===== src/rtl/mips_mc_pkg.sv =====
// Shared encodings for the multicycle MIPS control unit: microprogram states,
// opcodes and addrctl sequencing codes (also used by the microprogram ROM).
package mips_mc_pkg;

  typedef logic [3:0] state_t;
  typedef logic [5:0] opcode_t;
  typedef logic [1:0] addrctl_t;

  localparam state_t ST_FETCH   = 4'd0;
  localparam state_t ST_DECODE  = 4'd1;
  localparam state_t ST_MEMADR  = 4'd2;
  localparam state_t ST_MEMRD   = 4'd3;
  localparam state_t ST_MEMWB   = 4'd4;
  localparam state_t ST_MEMWR   = 4'd5;
  localparam state_t ST_RTYPEEX = 4'd6;
  localparam state_t ST_RTYPEWB = 4'd7;
  localparam state_t ST_BEQEX   = 4'd8;
  localparam state_t ST_JEX     = 4'd9;

  localparam opcode_t OP_RTYPE = 6'b000000;
  localparam opcode_t OP_LW    = 6'b100011;
  localparam opcode_t OP_SW    = 6'b101011;
  localparam opcode_t OP_BEQ   = 6'b000100;
  localparam opcode_t OP_J     = 6'b000010;

  localparam addrctl_t ADDR_FETCH = 2'b00;
  localparam addrctl_t ADDR_DISP1 = 2'b01;
  localparam addrctl_t ADDR_DISP2 = 2'b10;
  localparam addrctl_t ADDR_SEQ   = 2'b11;

endpackage


===== src/rtl/microsequencer_if.sv =====
// Sequencing bus between the control-unit datapath side (master) and the
// microsequencer (slave).
interface microsequencer_if #(parameter int CNT_W = 16);
  import mips_mc_pkg::*;

  addrctl_t         addrctl;
  opcode_t          opcode;
  logic             stall;
  state_t           state;
  logic             illegal_op;
  opcode_t          bad_opcode;
  logic [CNT_W-1:0] instr_count;

  modport master (
    output addrctl, opcode, stall,
    input  state, illegal_op, bad_opcode, instr_count
  );

  modport slave (
    input  addrctl, opcode, stall,
    output state, illegal_op, bad_opcode, instr_count
  );

endinterface


===== src/rtl/microseq_dispatch.sv =====
// Opcode dispatch tables. i_sel=0 selects dispatch 1 (from DECODE), i_sel=1
// selects dispatch 2 (from MEMADR); o_valid=0 means the opcode has no entry.
module microseq_dispatch
  import mips_mc_pkg::*;
(
  input  opcode_t i_opcode,
  input  logic    i_sel,
  output state_t  o_target,
  output logic    o_valid
);

  always_comb begin
    o_target = ST_FETCH;
    o_valid  = 1'b0;
    if (!i_sel) begin
      o_valid = 1'b1;
      case (i_opcode)
        OP_RTYPE: o_target = ST_RTYPEEX;
        OP_LW,
        OP_SW:    o_target = ST_MEMADR;
        OP_BEQ:   o_target = ST_BEQEX;
        OP_J:     o_target = ST_JEX;
        default:  o_valid  = 1'b0;
      endcase
    end else begin
      o_valid = 1'b1;
      case (i_opcode)
        OP_LW:   o_target = ST_MEMRD;
        OP_SW:   o_target = ST_MEMWR;
        default: o_valid  = 1'b0;
      endcase
    end
  end

endmodule


===== src/rtl/microsequencer.sv =====
// Microprogram next-state engine: registered ROM address, sticky dispatch
// error capture and retired-instruction counter.
//
// state      | meaning
// FETCH   0  | instruction fetch
// DECODE  1  | register read, dispatch 1
// MEMADR  2  | address calc, dispatch 2
// MEMRD   3  | load memory read
// MEMWB   4  | load write-back
// MEMWR   5  | store memory write
// RTYPEEX 6  | ALU execute
// RTYPEWB 7  | ALU write-back
// BEQEX   8  | branch compare
// JEX     9  | jump
module microsequencer
  import mips_mc_pkg::*;
#(
  parameter int CNT_W = 16
) (
  input  logic             i_clk,
  input  logic             i_reset,
  microsequencer_if.slave  bus
);

  state_t           r_state;
  logic             r_illegal_op;
  opcode_t          r_bad_opcode;
  logic [CNT_W-1:0] r_instr_count;

  state_t w_disp_target;
  logic   w_disp_valid;
  state_t w_next_state;
  logic   w_disp_err;
  logic   w_retire;

  microseq_dispatch u_dispatch (
    .i_opcode (bus.opcode),
    .i_sel    (bus.addrctl == ADDR_DISP2),
    .o_target (w_disp_target),
    .o_valid  (w_disp_valid)
  );

  // Fault states 10-15 fall into the sequential error branch.
  always_comb begin
    w_next_state = ST_FETCH;
    w_disp_err   = 1'b0;
    case (bus.addrctl)
      ADDR_SEQ: begin
        if (r_state <= ST_BEQEX) w_next_state = r_state + 4'd1;
        else                     w_disp_err   = 1'b1;
      end
      ADDR_DISP1,
      ADDR_DISP2: begin
        if (w_disp_valid) w_next_state = w_disp_target;
        else              w_disp_err   = 1'b1;
      end
      default: w_next_state = ST_FETCH;
    endcase
  end

  assign w_retire = (bus.addrctl == ADDR_FETCH) && (r_state != ST_FETCH);

  always_ff @(posedge i_clk) begin
    if (i_reset) begin
      r_state       <= ST_FETCH;
      r_illegal_op  <= 1'b0;
      r_bad_opcode  <= '0;
      r_instr_count <= '0;
    end else if (!bus.stall) begin
      r_state <= w_next_state;
      if (w_disp_err) begin
        r_illegal_op <= 1'b1;
        if (!r_illegal_op) r_bad_opcode <= bus.opcode;
      end
      if (w_retire) r_instr_count <= r_instr_count + CNT_W'(1);
    end
  end

  assign bus.state       = r_state;
  assign bus.illegal_op  = r_illegal_op;
  assign bus.bad_opcode  = r_bad_opcode;
  assign bus.instr_count = r_instr_count;

endmodule


===== src/flat_wrapper.sv =====
// flat-port wrapper written by rule: the top's interface ports become plain ports
module microsequencer_flat import mips_mc_pkg::*;
#(
  parameter int CNT_W = 16
)
  (i_clk, i_reset, bus_addrctl, bus_opcode, bus_stall, bus_state, bus_illegal_op, bus_bad_opcode, bus_instr_count);
  microsequencer_if #(.CNT_W(CNT_W)) bus_i ();
  input  logic i_clk;
  input  logic i_reset;
  input wire logic [$bits(bus_i.addrctl)-1:0] bus_addrctl;
  input wire logic [$bits(bus_i.opcode)-1:0] bus_opcode;
  input wire logic [$bits(bus_i.stall)-1:0] bus_stall;
  output wire logic [$bits(bus_i.state)-1:0] bus_state;
  output wire logic [$bits(bus_i.illegal_op)-1:0] bus_illegal_op;
  output wire logic [$bits(bus_i.bad_opcode)-1:0] bus_bad_opcode;
  output wire logic [$bits(bus_i.instr_count)-1:0] bus_instr_count;
  assign bus_i.addrctl = bus_addrctl;
  assign bus_i.opcode = bus_opcode;
  assign bus_i.stall = bus_stall;
  assign bus_state = bus_i.state;
  assign bus_illegal_op = bus_i.illegal_op;
  assign bus_bad_opcode = bus_i.bad_opcode;
  assign bus_instr_count = bus_i.instr_count;
  microsequencer #(.CNT_W(CNT_W)) u_core (.i_clk(i_clk), .i_reset(i_reset), .bus(bus_i));
endmodule

===== config.mk =====
export PLATFORM = sky130hd
export DESIGN_NAME = microsequencer_flat
export DESIGN_NICKNAME = d
export VERILOG_FILES = /design/src/rtl/mips_mc_pkg.sv /design/src/rtl/microsequencer_if.sv /design/src/rtl/microseq_dispatch.sv /design/src/rtl/microsequencer.sv /design/src/flat_wrapper.sv
export SDC_FILE = /design/constraint.sdc
export NUM_CORES = 1
export LEC_CHECK = 0
export CAP_MARGIN = 25
export CORE_MARGIN = 2
export CORE_UTILIZATION = 52
export DETAILED_ROUTE_END_ITERATION = 12
export HOLD_SLACK_MARGIN = 0.02
export PLACE_DENSITY = 0.84
export SYNTH_ARGS = -nofsm -noshare
export SYNTH_HDL_FRONTEND = slang
export SYNTH_SLANG_ARGS = --single-unit
export TNS_END_PERCENT = 10

===== constraint.sdc =====
create_clock -name i_clk -period 5.9 [get_ports i_clk]
set_input_delay 0.885 -clock i_clk [delete_from_list [all_inputs] [get_ports i_clk]]
set_output_delay 0.885 -clock i_clk [all_outputs]
set_load 0.02 [all_outputs]

==> impl_metrics.yaml <==
logic_synthesis:
  yosysTopAreaCell: "dfxtp_1"
  syn_inst: 170
  synth.most_common_cell: "dfxtp_1"
  ys_seq_elements: 27
  avgSynthCellArea_um2: 8.66
  synth_edf_count: 0
  syn_nets: 187
  synthFlopType: "dfxtp_1"
  netlist_area_um2: 1470
  synthArstFlopShare_pct: 0
  synth.top_cells.by_count: "dfxtp_1 (27), nand2_1 (20), nor2_1 (14), a21oi_1 (12), inv_1 (10)"
  yosysSeqAreaShare_pct: 36.7
  yosysTopAreaCellShare_pct: 36.7
  synth_warnings: 0
  synthDistinctLibCells: 39
  synthTopCellsByArea: "dfxtp_1 (37%), mux2i_1 (6.1%), ha_1 (5.1%)"
floorplan:
  start_util_pct: 53.9
  row_count: 19
  die_w_um: 57.2
  core-area_um2: 2730
  die-area_um2: 3270
  io_pins: 38
  fp.dieH_um: 57.2
detailed_routing:
  routed_wirelength_um: 3330
  viasPerCell: 5.79
  drc_errors: 0
  wl_per_cell_um: 14.2
  dr.pass1.iters: 4
  drt_iter0_markers: 62
  num_vias: 1356
  drtAntennaViolNets: 0
cells_and_area:
  multi_input_area_um2: 850
  drive_above_1_share_pct: 5.42
  fin_util_pct: 68.2
  final_nets: 221
  seq_area_um2: 541
  nFillCells: 230
  syn_to_final_growth_pct: 26.6
  diodes: 0
global_route:
  grt_pass1_wl_um: 5480
  grt_pass1_vias: 1252
  grt_usage_pct: 20.8
  antenna_found_initial: 0
  overflow: 0
  grt_max_degree: 23
placed_design:
  dpl.hpwl_um: 2560
  place_congestion: 0.981
  io_buffer_count: 37
clocking:
  htree_levels: 1
  cts_setup_buffers: 0
  clock_sinks: 27
  cts_buffer_depth: 2
  cts_resized: 0
  clkTransAtPathRegs_ns: 0.13
  cts_tree: "done"
  numCtsBuffers: 3
  clock_latency_ns: 0.32
  holdBufCountCts: 0
  clockRootBuffer: "clkbuf_4"
power_and_ir_drop:
  pwr_density_cell_nw_per_um2: 167
  power_uw: 311
  irDropWorstVdd_mv: 0.110
  p_leak_nw: 0.702
sta:
  hold_viol: 0
  setup_viol: 0
  setup_tns_ns: 0
  period_share_pct: 49.5
  maxSlewHeadroom_pct: 48.2
  skew_ns: 0.0136
  slew_viol_final: 0
  fin_crit_ns: 2.92
  tightest_slew_ns: 0.775
  rsz0062_at_grt: "no"
  timing.fmax_mhz: 342
run:
  cap_viol_max_count: 0
worst_setup_path:
  critPathCaptureType: "flip-flop"
  critical_path_required_ns: 6.15
  critPathMaxFanout: 6
  worstPathArrival_ns: 3.17
  critical_path_class: "in2reg"
  critPathLaunchType: "primary input"
worst_hold_path:
  hp-class: "reg2reg"
outcome:
  outcome: "complete, no violations"
-- flip-flops by register name, indices dropped and copies added, names as in the netlist --
signal and count:
u_core.bus.state 4, u_core.bus.illegal_op 1, u_core.bus.instr_count 16, u_core.bus.bad_opcode 6
-- power breakdown --
group | switching (mW) | internal [mW] | total, mW
clock network | 0.0533 | 0.0254 | 0.0786
registers | 0.00211 | 0.186 | 0.188
logic | 0.0244 | 0.0205 | 0.0449
-- final cells by class --
| type | count | share of cell area, % |
|---|---|---|
| multi-input cells | 125 | 45.6 |
| flip-flops and latches | 27 | 29.0 |
| repair buffers | 37 | 19.9 |
| well taps | 31 | 2.08 |
| inverters | 10 | 2.01 |
| clock buffers | 3 | 1.21 |
| clock inverters | 1 | 0.268 |
-- cell families after synthesis --
logic type               count (synthesis)  synth area share [%]
flip-flops                              27                  36.7
adder cells (fa/ha/maj)                  6                  5.10
AND/OR/NAND/NOR                         70                  26.8
AO/OA/AOI/OAI                           31                  14.1
multiplexers                            10                  6.88
buffers and inverters                   18                  5.61
XOR/XNOR                                 8                  4.76
-- cells in the final DEF (no fill, tap or decap), types with 2 or more instances in the layout --
cell             instances
a21oi_1                 12
a31oi_1                  2
clkbuf_4                 3
clkdlybuf4s50_1         37
dfxtp_1                 27
ha_1                     6
inv_1                   10
mux2i_1                  9
nand2_1                 20
nand3_1                  4
nand3b_1                 2
nand4_1                  4
nor2_1                  14
nor3b_1                  2
nor4_1                   4
o2111ai_1                3
o21ai_0                  3
o31ai_1                  6
or3_1                    3
or3b_2                   2
or4_1                    7
xnor2_1                  5
xor2_1                   3
-- stage by stage --
| step | setup slack, ns | hold slack, ns | instances | area [µm²] |
|---|---|---|---|---|
| 2_1_floorplan | 3.37 | 0.534 | 170 | 1470 |
| 3_3_place_gp | 2.81 | 0.446 | 230 | 1840 |
| 3_5_place_dp | 2.68 | 0.455 | 230 | 1840 |
| 4_1_cts | 3.02 | 0.474 | 234 | 1860 |
| 5_1_grt | 2.86 | 0.498 | 234 | 1860 |
| 6_report | 2.98 | 0.469 | 234 | 1860 |
-- final timing paths --
| path | startpoint | end | slack, ns | cells past startpoint |
|---|---|---|---|---|
| min | u_core.bus.bad_opcode[4]$_SDFFE_PP0P_ | u_core.bus.bad_opcode[4]$_SDFFE_PP0P_ | 0.47 | 2 |
| max | bus_addrctl[0] | u_core.bus.bad_opcode[5]$_SDFFE_PP0P_ | 2.98 | 7 |
| min reg2reg | u_core.bus.bad_opcode[4]$_SDFFE_PP0P_ | u_core.bus.bad_opcode[4]$_SDFFE_PP0P_ | 0.47 | 2 |
| max reg2reg | u_core.bus.state[0]$_SDFFE_PP0N_ | u_core.bus.instr_count[15]$_SDFFE_PP0P_ | 3.68 | 6 |
-- critical path: stages --
cell and delay, ns:
clkdlybuf4s50_1 0.49, inv_1 0.06, ha_1 0.24, or4_1 0.49
a221oi_2 0.36, o32a_1 0.42, mux2i_1 0.23
-- per-layer routing --
metal / up-vias / wire (µm) / global-route usage [%]
met5: - / 0 / 0
met4: 0 / 21 / 6.31
met3: 2 / 122 / 2.95
met2: 37 / 1700 / 37.1
met1: 630 / 1490 / 26.0
li1: 687 / - / -
Note: power is estimated with default switching activity, not from simulation.
